<file path="src/rtl/dmem_arbiter.sv">
// ---------------------------------------------------------------------------
// dmem_arbiter
//
// Purpose: lets two requesters share one single-port data RAM. Port 0 is the
// CPU load/store path and port 1 is the debug/loader path. Each access walks
// IDLE -> ACCESS -> RESP, so one access takes three cycles.
//
// Optional feature (macro DMEM_ARB_ROUND_ROBIN_EN):
//   defined   : conflicts are resolved round-robin. The port that was not
//               granted most recently wins.
//   undefined : port 0 always wins a conflict. No pointer register exists.
//
// Ports:
//   clk, reset            single clock, synchronous active-high reset
//   req0/req1             access request per port (sampled only in IDLE)
//   we0/we1               1 = write, 0 = read
//   addr0/addr1           byte address; word index = addr[ADDR_W+1:2]
//   wdata0/wdata1         write data
//   gnt0/gnt1             high for the ACCESS cycle of the winning port
//   done0/done1           high for the RESP cycle; rdata is valid for reads
//   err0/err1             high with doneN when the address was misaligned
//   rdata                 shared read data, held until the next read completes
//   ram_addr/ram_data     registered RAM address and write data (ACCESS only)
//   ram_wren/ram_rden     registered RAM strobes (ACCESS only)
//   ram_q                 RAM read data (RAM is clocked on ~clk)
//   busy                  high whenever the FSM is not in IDLE
// ---------------------------------------------------------------------------
module dmem_arbiter #(
    parameter int ADDR_W = 10,
    parameter int DATA_W = 32
) (
    input  logic              clk,
    input  logic              reset,
    input  logic              req0,
    input  logic              req1,
    input  logic              we0,
    input  logic              we1,
    input  logic [31:0]       addr0,
    input  logic [31:0]       addr1,
    input  logic [DATA_W-1:0] wdata0,
    input  logic [DATA_W-1:0] wdata1,
    output logic              gnt0,
    output logic              gnt1,
    output logic              done0,
    output logic              done1,
    output logic              err0,
    output logic              err1,
    output logic [DATA_W-1:0] rdata,
    output logic [ADDR_W-1:0] ram_addr,
    output logic [DATA_W-1:0] ram_data,
    output logic              ram_wren,
    output logic              ram_rden,
    input  logic [DATA_W-1:0] ram_q,
    output logic              busy
);

    typedef enum logic [1:0] {
        IDLE   = 2'd0,
        ACCESS = 2'd1,
        RESP   = 2'd2
    } state_t;

    state_t              state_q, state_d;
    logic                port_q, port_d;
    logic                mis_q, mis_d;
    logic                gnt0_q, gnt0_d, gnt1_q, gnt1_d;
    logic                done0_q, done0_d, done1_q, done1_d;
    logic                err0_q, err0_d, err1_q, err1_d;
    logic [DATA_W-1:0]   rdata_q, rdata_d;
    logic [ADDR_W-1:0]   ram_addr_q, ram_addr_d;
    logic [DATA_W-1:0]   ram_data_q, ram_data_d;
    logic                ram_wren_q, ram_wren_d;
    logic                ram_rden_q, ram_rden_d;

    // pick1 = 1 means port 1 wins this IDLE cycle.
    logic                pick1;
    logic                sel_we;
    logic [31:0]         sel_addr;
    logic [DATA_W-1:0]   sel_wdata;
    logic                sel_mis;

    // Only the word-index bits and the alignment bits of the address are used.
    logic                unused_addr_bits;
    assign unused_addr_bits = ^sel_addr[31:ADDR_W+2];

`ifdef DMEM_ARB_ROUND_ROBIN_EN
    // rr_q = 1 means port 1 is preferred on the next conflict.
    // It flips on every grant to the port that did not get it.
    logic rr_q, rr_d;

    always_comb begin
        rr_d  = rr_q;
        pick1 = req1 && (!req0 || rr_q);
        if (state_q == IDLE && (req0 || req1)) begin
            rr_d = !pick1;
        end
    end

    always_ff @(posedge clk) begin
        if (reset) begin
            rr_q <= 1'b0;
        end else begin
            rr_q <= rr_d;
        end
    end
`else
    // Fixed priority: port 1 only wins when port 0 is quiet.
    always_comb begin
        pick1 = req1 && !req0;
    end
`endif

    // Steer the winning port's request fields into the access registers.
    always_comb begin
        sel_we    = pick1 ? we1    : we0;
        sel_addr  = pick1 ? addr1  : addr0;
        sel_wdata = pick1 ? wdata1 : wdata0;
        sel_mis   = (sel_addr[1:0] != 2'b00);
    end

    // Next-state and output logic.
    // RAM strobes are loaded only on the IDLE->ACCESS edge, so they clear by
    // default in every other cycle. A misaligned access still takes a slot,
    // but it never strobes the RAM.
    always_comb begin
        state_d    = state_q;
        port_d     = port_q;
        mis_d      = mis_q;
        gnt0_d     = 1'b0;
        gnt1_d     = 1'b0;
        done0_d    = 1'b0;
        done1_d    = 1'b0;
        err0_d     = 1'b0;
        err1_d     = 1'b0;
        rdata_d    = rdata_q;
        ram_addr_d = '0;
        ram_data_d = '0;
        ram_wren_d = 1'b0;
        ram_rden_d = 1'b0;

        case (state_q)
            IDLE: begin
                if (req0 || req1) begin
                    state_d    = ACCESS;
                    port_d     = pick1;
                    mis_d      = sel_mis;
                    gnt0_d     = !pick1;
                    gnt1_d     = pick1;
                    ram_addr_d = sel_addr[ADDR_W+1:2];
                    ram_data_d = sel_we ? sel_wdata : '0;
                    ram_wren_d = sel_we && !sel_mis;
                    ram_rden_d = !sel_we && !sel_mis;
                end
            end
            ACCESS: begin
                // The RAM fires on the falling edge of this cycle, so ram_q is
                // already settled at the rising edge that ends it.
                state_d = RESP;
                if (ram_rden_q) begin
                    rdata_d = ram_q;
                end
                done0_d = !port_q;
                done1_d = port_q;
                err0_d  = !port_q && mis_q;
                err1_d  = port_q && mis_q;
            end
            RESP: begin
                state_d = IDLE;
            end
            default: begin
                state_d = IDLE;
            end
        endcase
    end

    // State and output registers. When reset is sampled at the end of ACCESS,
    // the strobe for that cycle has already reached the RAM. Clearing the
    // registers here drops the done/err pulse that would otherwise follow.
    always_ff @(posedge clk) begin
        if (reset) begin
            state_q    <= IDLE;
            port_q     <= 1'b0;
            mis_q      <= 1'b0;
            gnt0_q     <= 1'b0;
            gnt1_q     <= 1'b0;
            done0_q    <= 1'b0;
            done1_q    <= 1'b0;
            err0_q     <= 1'b0;
            err1_q     <= 1'b0;
            rdata_q    <= '0;
            ram_addr_q <= '0;
            ram_data_q <= '0;
            ram_wren_q <= 1'b0;
            ram_rden_q <= 1'b0;
        end else begin
            state_q    <= state_d;
            port_q     <= port_d;
            mis_q      <= mis_d;
            gnt0_q     <= gnt0_d;
            gnt1_q     <= gnt1_d;
            done0_q    <= done0_d;
            done1_q    <= done1_d;
            err0_q     <= err0_d;
            err1_q     <= err1_d;
            rdata_q    <= rdata_d;
            ram_addr_q <= ram_addr_d;
            ram_data_q <= ram_data_d;
            ram_wren_q <= ram_wren_d;
            ram_rden_q <= ram_rden_d;
        end
    end

    assign gnt0     = gnt0_q;
    assign gnt1     = gnt1_q;
    assign done0    = done0_q;
    assign done1    = done1_q;
    assign err0     = err0_q;
    assign err1     = err1_q;
    assign rdata    = rdata_q;
    assign ram_addr = ram_addr_q;
    assign ram_data = ram_data_q;
    assign ram_wren = ram_wren_q;
    assign ram_rden = ram_rden_q;
    assign busy     = (state_q != IDLE);

endmodule

</file>
<file path="config.mk">
export PLATFORM = sky130hd
export DESIGN_NAME = dmem_arbiter
export DESIGN_NICKNAME = d
export VERILOG_FILES = /design/src/rtl/dmem_arbiter.sv
export SDC_FILE = /design/constraint.sdc
export NUM_CORES = 1
export LEC_CHECK = 0
export ABC_AREA = 1
export ABC_CLOCK_PERIOD_IN_PS = 1200
export CAP_MARGIN = 20
export CORE_MARGIN = 2
export CORE_UTILIZATION = 31
export DETAILED_ROUTE_END_ITERATION = 16
export HOLD_SLACK_MARGIN = 0.08
export PLACE_DENSITY = 0.77
export SLEW_MARGIN = 20
export SYNTH_ARGS = -nofsm -noshare
export SYNTH_HDL_FRONTEND = slang
export SYNTH_SLANG_ARGS = --single-unit
</file>
<file path="constraint.sdc">
create_clock -name clk -period 1.2 [get_ports clk]
set_clock_uncertainty 0.05 [all_clocks]
set_input_delay 0.12 -clock clk [delete_from_list [all_inputs] [get_ports clk]]
set_output_delay 0.12 -clock clk [all_outputs]
set_load 0.05 [all_outputs]
</file>
# Yosys cells after proc, flatten, opt, wreduce, memory -nomap -nowiden
# Cells that the tools add are included.
[word_totals]
reg_bits = 86
wordCells = 44
input_bits = 166
[classes]
bitwise = 4
n_eq_ne = 2
reduce_logical = 19
muxes = 5
[op_table]
columns = ["op", "count"]
rows = [
  ["32-bit two-way mux", 1],
  ["12-bit two-way mux", 1],
  ["1-bit logical AND", 5],
  ["1-bit zero test", 5],
  ["1-bit NOT", 4],
  ["2-bit case mux with 2 select lines", 1],
  ["2-bit AND reduction", 2],
  ["2-bit nonzero test", 2],
  ["4-bit OR reduction", 1],
  ["3-bit OR reduction", 1],
  ["2-bit by 1-bit equality test with 1-bit output (second input constant)", 1],
  ["2-bit zero test", 1],
  ["2-bit two-way mux", 1],
  ["2-bit inequality test (second input constant)", 1],
  ["2-bit OR reduction", 1],
  ["1-bit logical OR", 1],
  ["1-bit two-way mux", 1],
]

# Depth between registers and ports, before layout
# Gate-level depths: netlist of the first run.
[logic_depth]
ltp_word = 6
mapped_depth = 7

# Worst setup path after synthesis of the first run
# No wires, ideal clock.
[synth_path]
path_kind = "reg-to-reg"
from = "register ram_rden_q (netlist: ram_rden)"
to = "register rdata_q[0] (netlist: rdata[0])"
path_slack_ns = -0.278
synth_period_minus_slack_ns = 1.478
path_stages_with_launch = 5
required_ns = 1.080
t_arrival_ns = 1.358
setup_time_ns = 0.070
cell_sequence = "dfxtp_1 buf_2 clkbuf_1 nand4_1 a21oi_1"
[synth_via]
elab_chain_cells = 1
[synth_rtl]
columns = ["item", "line_no", "text"]
rows = [
  ["start, declared", "73", "logic ram_rden_q, ram_rden_d;"],
  ["start signal, assigned", "209", "ram_rden_q <= ram_rden_d;"],
  ["2-bit AND reduction (no line)", "n/a", ""],
  ["end signal, assigned", "205", "rdata_q <= rdata_d;"],
  ["end, declared", "69", "logic [DATA_W-1:0] rdata_q, rdata_d;"],
]
# Every way passes these cells.
# A chain may end at the register's enable or synchronous reset.

# Worst setup path after layout of the first run
[layout_path]
from = "register state_q[1]"
to = "register ram_data_q[11] (netlist: ram_data[11])"
[layout_via]
elab_chain_cells = 3
[layout_rtl]
columns = ["item", "line_no", "text"]
rows = [
  ["start, declared", "63", "state_t state_q, state_d;"],
  ["start signal, assigned", "196", "state_q <= state_d;"],
  ["2-bit zero test", "141", "case (state_q)"],
  ["1-bit NOT (no line)", "n/a", ""],
  ["4-bit OR reduction (no line)", "n/a", ""],
  ["end signal, assigned", "207", "ram_data_q <= ram_data_d;"],
  ["end, declared", "71", "logic [DATA_W-1:0] ram_data_q, ram_data_d;"],
]
# Every way passes these cells.

==> results of run 1 <==
-- state kept, by name, indices dropped and copies added (netlist names) --
signal	cells
gnt0	1
mis_q	1
ram_addr	10
gnt1	1
state_q	2
ram_rden	1
err1	1
port_q	1
ram_wren	1
ram_data	32
err0	1
done1	1
done0	1
rdata	32
-- final timing paths --
path | from | to | slack (ns) | cells after the start
max | state_q[1]$_SDFFE_PP0P_ | ram_data[11]$_SDFF_PP0_ | -0.08 | 7
min | addr1[10] | ram_addr[8]$_SDFF_PP0_ | 0.28 | 3
max reg2reg | state_q[1]$_SDFFE_PP0P_ | ram_data[11]$_SDFF_PP0_ | -0.08 | 7
min reg2reg | mis_q$_SDFFE_PP0P_ | err1$_SDFF_PP0_ | 0.45 | 2
-- cells in the mapped netlist --
cell and number:
nand2_1 158, dfxtp_1 86, a21oi_1 42, inv_1 38, nand4_1 32, nor2_2 20
buf_2 16, nor2_4 12, clkbuf_1 11, nor2_1 9, nand3_1 6, inv_2 3
buf_6 2, nand2_2 2, nor3_1 2, buf_12 1, nand2_4 1, nor2_8 1
o21ai_0 1
-- worst register-to-register path: stages (launching register included) --
cell and delay (ns):
dfxtp_2 0.34, nor2_4 0.14, buf_6 0.13, nand2_4 0.07, nor2_8 0.15, nand2_8 0.09
clkbuf_16 0.18, nor2_4 0.08
-- cell type report --
class / instances / area, um^2
Clock buffer: 14 / 193.9
Clock inverter: 2 / 35.03
Fill cell: 812 / 3635
Inverter: 41 / 163.9
Multi-Input combinational cell: 286 / 1454
Sequential cell: 86 / 1730
Tap cell: 140 / 175.2
Timing Repair Buffer: 241 / 3406
-- power breakdown --
part / switching [W] / leakage (nW) / internal (W)
clock network: 0.000993 / 0.118 / 0.00126
logic: 0.000793 / 2.19 / 0.000916
registers: 0.0000737 / 0.699 / 0.00294
-- stage by stage --
stage          TNS, ns  std cells
5_1_grt         -5.126        810
3_3_place_gp    -14.01        781
4_1_cts         -1.723        801
3_5_place_dp    -17.44        781
2_1_floorplan        0        443
6_report        -1.965        810
-- cells by family after synthesis --
logic type / count (synthesis) / share of synthesized area, %
compound gates: 43 / 6.282
buf+inv: 71 / 9.277
flops: 86 / 50.26
simple gates: 243 / 34.19
-- routing by layer --
metal  vias to the layer above  track usage (%)
met5                         -                0
met4                         0            6.227
met3                        21            7.233
met2                       202            33.32
met1                      1687            20.38
li1                       1831                -
-- timing repair --
action | 4_1_cts | 5_1_grt
setup buffers | 3 | 3
gates resized for setup | 8 | 23
endpoints found under the setup margin | 16 | 54
pin swaps | 1 | 3
gates cloned | 1 | 6
==> metrics.txt, run 1 <==
total congestion overflow=0; fin area=7158 um^2; Met1 Routed Length=4360 um; Avg Synthesized Cell Area=7.733 um^2; synthesized area=3426 um^2; Worst Max-Slew Pin Slew=0.3330 ns; met2 wire length=6053 um; initial core utilization=31.74%; peak supply drop=0.5337 mV; TritonCTS clock tree=yes; RSZ-0062 raised after global routing=true; Layout Area Growth over Synthesis=108.9%; share of cells above drive strength 1=27.16%; clk slew on worst S/H paths=0.08 ns; H-tree levels=3; register area share after synthesis=50.26%; cts hold-fix bufs=0; Crit path buffers/inverters=2; Place WS=-0.4092 ns; post-synth top area cell=dfxtp_1; synth warn=0; DR pass1 iterations=4; Yosys cell types=19; synth top area cells=dfxtp_1 50%, nand2_1 17%, a21oi_1 6.1%; Power, Total=0.006972 W; Core Area=10790 um^2; DRC=0; failing checks=negative setup slack; most common cell after layout, fill and taps aside=nand2_1; Detail Route Antenna Nets=0; Tcrit/Tclk final=107.1%; Critical Path Max Stage Delay=0.34 ns; Startpoint Class=register; Root Buffer Master=clkbuf_8; slew margin rel.=77.80%; CP required=1.44 ns; # clock sinks=86; Num CTS Buffers=9; row count=38; min Tclk post-route=1.285 ns; most frequent cells in the layout=154 x nand2_1, 124 x clkdlybuf4s50_1, 91 x buf_12; final wirelength=11960 um; wire per inst=14.76 um; Top Metal Used=met4; io pins=249; via count=3741; Final Hold Fails=0; largest net degree at the start of global routing=34; diode count=0; #FFs+latches synth=86; Yosys top cell area share=50.26%; Global Route Usage Sum=18.77%; Leak=3.006 nW; Die Y=109.1 um; worst-path fanout max=6; slowest CP cell=dfxtp_2; global-route wire length before repair=17190 um; fin nets=831; status=finished, violations left; PortBufs=208; initial antenna violation count=0; vias in the first global route=3539; hold crit path type=in -> reg; Worst setup EP type=register; CP delay by family, top=simple AND/OR/NAND/NOR gates; CP Cell Sequence=nor2_4 -> buf_6 -> nand2_4 -> nor2_8 -> nand2_8 -> clkbuf_16 -> nor2_4; final core area utilization=66.32%; Synthesized Nets=609; Cells after Synth=443; drt initial violations=302; DP HPWL=8524 um; DR WL met3=1257 um; final worst slack=-0.08494 ns; Avg Vias per Cell=4.619; fmax=0.7782 GHz; routability cong.=0.7711; dpl cell area=6591 um^2; max-cap viol count=0; most used cell, CP=nor2_4; Final Setup Violations=35; clock latency on the worst-skew pair=0.34 ns; worst setup path class=reg -> reg; worst hold slack=0.2771 ns; Power Density=974.0 nW/um^2; Die ar.=11910 um^2; Final Slew Violations=0; width of the die=109.1 um; clk buf depth=2; Arr. time, crit path=1.52 ns
No activity file was read; power rests on OpenSTA's default activity.
==> run 2, diff against run 1 <==
GPL_TIMING_DRIVEN = 0   (was default)
==> run 2 against run 1 <==
The run still ends with negative setup slack left; global-route usage decreased by 1.8 points; first-iteration DRC count decreased by 36%; maximum frequency increased by 2.5%; design area decreased by 20%; sequential power decreased by 2%; sequential share of layout area increased by 6.2 points; critical path type unchanged; critical endpoint is now ram_data[3]$_SDFF_PP0_; largest cell class unchanged; largest power group unchanged.
==> metrics.txt, run 2 (synthesized netlist as in run 1, its figures left out) <==
diode count=0; initial core utilization=31.74%; io pins=249; Final Slew Violations=0; Worst Max-Slew Pin Slew=0.4176 ns; DR pass1 iterations=7; clk buf depth=2; fin area=5704 um^2; hold crit path type=in -> reg; most frequent cells in the layout=156 x nand2_1, 123 x clkdlybuf4s50_1, 90 x buf_2; slowest CP cell=dfxtp_4; share of cells above drive strength 1=26.56%; fillers=1020; Core Area=10790 um^2; Pint=0.004438 W; Leak=2.684 nW; global-route wire length before repair=15640 um; Final Setup Violations=31; DRC=0; hold path cells=4; Worst setup EP type=register; Layout Area Growth over Synthesis=66.51%; DP HPWL=8149 um; clock latency on the worst-skew pair=0.35 ns; worst-path fanout max=6; RSZ-0062 raised after global routing=true; Power Density=1092 nW/um^2; Final Hold Fails=0; max-cap viol count=0; non-filler instance count after layout=814; Sequential Power Share=47.6%; Root Buffer Master=clkbuf_8; H-tree levels=3; Die ar.=11910 um^2; reg2reg end=ram_data[3]$_SDFF_PP0_; dpl cell area=5680 um^2; width of the die=109.1 um; Detail Route Antenna Nets=0; clk slew on worst S/H paths=0.09 ns; CP required=1.43 ns; vias in the first global route=3468; routability cong.=0.8423; initial antenna violation count=0; largest net degree at the start of global routing=15; Num CTS Buffers=9; peak supply drop=0.4762 mV; Sw Pwr=0.001792 W; Tcrit/Tclk final=104.4%; wire per inst=12.91 um; Worst Hold Launch=reset; flop-to-flop setup slack=-0.05 ns; Global Route Usage Sum=16.92%; Comb pwr share=22.4%; Die Y=109.1 um; # clock sinks=86; hold endpoint=ram_rden$_SDFF_PP0_; worst setup path class=reg -> reg; final wirelength=10510 um; Startpoint Class=register; final worst slack=-0.05316 ns; PortBufs=207; Avg Vias per Cell=4.500; Arr. time, crit path=1.49 ns; failing checks=negative setup slack; Crit path buffers/inverters=1; total congestion overflow=0; Place WS=-0.4430 ns; sw frac=28.76%; Power, Total=0.006230 W; cell count of the worst reg-to-reg path=6; most common cell after layout, fill and taps aside=nand2_1; CP Cell Sequence=nor2_4 -> nand2_4 -> nor2_8 -> nand2_8 -> clkbuf_16 -> nor2_2; via count=3663; CP delay by family, top=simple AND/OR/NAND/NOR gates; worst reg2reg startpoint=state_q[0]$_SDFFE_PP0P_; fin nets=835; min Tclk post-route=1.253 ns; slew margin rel.=72.16%; Critical Path Max Stage Delay=0.37 ns; TritonCTS clock tree=yes; drt initial violations=192; fmax=0.7980 GHz; placed insts=790; row count=38; status=finished, violations left; clock network fraction of total power=30.1%; worst hold slack=0.1115 ns
-- run 2: cell count changes in the layout (fill, tap and decap cells not counted), sizes merged --
cell / before / now
buf: 110 / 112
bufbuf: 1 / 0
bufinv: 1 / 0
clkbuf: 19 / 20
clkdlybuf4s50: 124 / 123
clkinv: 1 / 4
dlygate4sd3: 0 / 1
-- run 2: tightest hold or removal path: stages --
cell	delay [ns]
buf_2	0.20
nor2_8	0.06
nand2_1	0.05
nor2_1	0.04
-- run 2: metal layers --
layer	wire length, um	global-route usage, %
met1	3859	17.18
met4	310	9.249
met2	5185	30.57
met5	0	0
met3	1157	5.380
-- run 2: power groups by stage --
| stage | registers [W] | logic, W | clock network (W) |
|---|---|---|---|
| after CTS | 0.00297 | 0.00131 | 0.00195 |
| final | 0.00296 | 0.00139 | 0.00187 |
| after global routing | 0.00298 | 0.00149 | 0.00206 |
| after global placement | 0.00303 | 0.00135 | 0 |
| after floorplan | 0.00330 | 0.000426 | 0 |
| after detailed placement | 0.00303 | 0.00136 | 0 |
-- run 2: area by class of cell --
cell class | count | area, um^2 | share of cell area [%]
buffer | 28 | 221.5 | 3.882
inverter | 41 | 153.9 | 2.698
multi-input combinational | 286 | 1460 | 25.60
clock inverter | 4 | 31.28 | 0.5484
clock buffer | 12 | 155.1 | 2.720
sequential | 86 | 1730 | 30.34
tap | 140 | 175.2 | 3.071
timing repair buffer | 217 | 1777 | 31.15
-- run 2: repair_timing --
item,4_1_cts,5_1_grt
pin swaps,1,5
buffers inserted,3,5
resized for setup,430,41
cloned,0,1
endpoints found under the setup margin,152,74
endpoints found under the hold margin,3,2
-- run 2: metrics by stage --
stage	TNS [ns]	utilization, %
after floorplan	0	-
after global placement	-23.72	52.63
after detailed placement	-26.83	52.63
after CTS	-1.545	50.92
after global routing	-2.747	52.85
final	-0.8083	52.85
-- run 2: how the worst max path moves through the flow --
| stage | startpoint | end | slack (ns) | depth (start not counted) |
|---|---|---|---|---|
| 3_3_place_gp | req0 | ram_data[1]$_SDFF_PP0_ | -0.43 | 8 |
| 6_report | state_q[0]$_SDFFE_PP0P_ | ram_data[3]$_SDFF_PP0_ | -0.05 | 6 |
| 4_1_cts | state_q[0]$_SDFFE_PP0P_ | busy | -0.07 | 3 |
| 3_5_place_dp | req0 | ram_data[1]$_SDFF_PP0_ | -0.44 | 8 |
| 5_1_grt | state_q[0]$_SDFFE_PP0P_ | ram_data[3]$_SDFF_PP0_ | -0.11 | 6 |
| 2_1_floorplan | ram_rden$_SDFF_PP0_ | rdata[0]$_SDFFE_PP0P_ | 0.003 | 5 |
==> run 3, diff against run 2 <==
HOLD_SLACK_MARGIN = 0.03   (was 0.08)
TNS_END_PERCENT = 30   (was default)
==> run 3 against run 2 <==
The run still ends with negative setup slack left; hold slack gained 0.011 ns; core utilization down 0.070 points; die area unchanged; largest cell class unchanged; register-to-register slack is essentially flat; via count decreased by 0.96%; global-route usage grew 0.077 points; first-iteration DRC count fell by 13%; cell count increased by 0.12%; design area is 0.13% lower; critical path depth unchanged; clock power barely moved; highest routed layer unchanged; sequential power is essentially flat.
==> metrics.txt, run 3 (synthesized netlist as in run 1, its figures left out) <==
hold crit path type=in -> reg; Final Slew Violations=0; max-cap viol count=0; DRC=0; flop-to-flop setup slack=-0.05 ns; slowest CP cell=dfxtp_4; Power Density=1094 nW/um^2; Layout Area Growth over Synthesis=66.29%; final core area utilization=52.78%; routability cong.=0.8423; PortBufs=207; Critical Path Max Stage Delay=0.37 ns; status=finished, violations left; initial antenna violation count=0; final wirelength=10500 um; min Tclk post-route=1.248 ns; most frequent cells in the layout=155 x nand2_1, 123 x clkdlybuf4s50_1, 90 x buf_2; total congestion overflow=0; Leak=2.685 nW; Power, Total=0.006229 W; slew margin rel.=72.75%; worst-path fanout max=6; worst setup path class=reg -> reg; CP Cell Sequence=nor2_4 -> nand2_4 -> nor2_8 -> nand2_8 -> clkbuf_16 -> nor2_2; Place WS=-0.4430 ns; initial core utilization=31.74%; Setup TNS Final=-0.6425 ns; clk buf depth=2; vias in the first global route=3497; worst hold slack=0.1227 ns; Die Y=109.1 um; peak supply drop=0.4770 mV; clk slew on worst S/H paths=0.09 ns; DR pass1 iterations=4; Startpoint Class=register; Worst Max-Slew Pin Slew=0.4087 ns; via count=3628; CP required=1.43 ns; width of the die=109.1 um; share of cells above drive strength 1=26.67%; RSZ-0062 raised after global routing=true; TritonCTS clock tree=yes; final worst slack=-0.04765 ns; Final Setup Violations=31; # clock sinks=86; fmax=0.8015 GHz; Num CTS Buffers=9; row count=38; Arr. time, crit path=1.48 ns; Global Route Usage Sum=17.00%; drt initial violations=167; Detail Route Antenna Nets=0; most common cell after layout, fill and taps aside=nand2_1; H-tree levels=3; Avg Vias per Cell=4.452; wire per inst=12.89 um; CP delay by family, top=simple AND/OR/NAND/NOR gates; largest net degree at the start of global routing=15; Root Buffer Master=clkbuf_8; global-route wire length before repair=15680 um; diode count=0; io pins=249; Die ar.=11910 um^2; Final Hold Fails=0; DP HPWL=8149 um; failing checks=negative setup slack; Worst setup EP type=register; Core Area=10790 um^2; Crit path buffers/inverters=1; Tcrit/Tclk final=104.0%; clock latency on the worst-skew pair=0.35 ns; fin nets=836
[run 3: cell count changes in the layout (fill, tap and decap cells not counted)]
cell,before,now
buf_12,4,3
buf_4,14,10
buf_6,4,6
clkbuf_2,1,4
dlygate4sd3_1,1,2
nand2_1,156,155
nand2_2,2,3
nand3_2,0,1
nand3_4,1,0
[run 3: path summary, 6_finish.rpt]
| kind | endpoint | cells after the start | start |
|---|---|---|---|
| hold / removal | ram_rden$_SDFF_PP0_ | 4 | reset |
| setup / recovery | ram_data[3]$_SDFF_PP0_ | 6 | state_q[0]$_SDFFE_PP0P_ |
| hold reg to reg | rdata[23]$_SDFFE_PP0P_ | 2 | rdata[23]$_SDFFE_PP0P_ |
| setup reg to reg | ram_data[3]$_SDFF_PP0_ | 6 | state_q[0]$_SDFFE_PP0P_ |
[run 3: routing by layer]
metal,GRT usage (%),wire length [um]
met5,0,0
met4,9.249,304
met3,5.439,1148
met2,30.70,5170
met1,17.26,3879
[run 3: timing repair]
| action | 4_1_cts | 5_1_grt |
|---|---|---|
| resized for setup | 428 | 43 |
| hold endpoints to repair | 1 | 0 |
| setup buffers | 3 | 4 |
| hold buffers | 2 | 0 |
| gates cloned | 0 | 1 |
| setup endpoints to repair | 152 | 73 |
| pin swaps | 1 | 5 |
[run 3: power breakdown]
part	switching, W	leakage (nW)	internal [W]	total (W)
combinational	0.000762	1.89	0.000627	0.00139
clock	0.00100	0.0965	0.000874	0.00188
sequential	0.0000290	0.699	0.00294	0.00296
[run 3: worst min-delay path, delay by kind of cell]
family | cells | cell delay [ns]
buffers and inverters | 1 | 0.21
and+or+nand+nor | 3 | 0.15
[run 3: through the flow]
stage | cells | cell area [um^2]
after floorplan | 443 | 3433
after global placement | 790 | 5680
after detailed placement | 790 | 5680
after global routing | 815 | 5697
after CTS | 810 | 5513
final | 815 | 5697
[run 3: final cells by class]
cell class | instances | area [um^2]
sequential | 86 | 1730
inverter | 41 | 153.9
multi-input combinational | 286 | 1455
buffer | 29 | 232.7
clock inverter | 4 | 31.28
timing repair buffer | 217 | 1763
fill | 1013 | 5096
clock buffer | 12 | 155.1
tap | 140 | 175.2
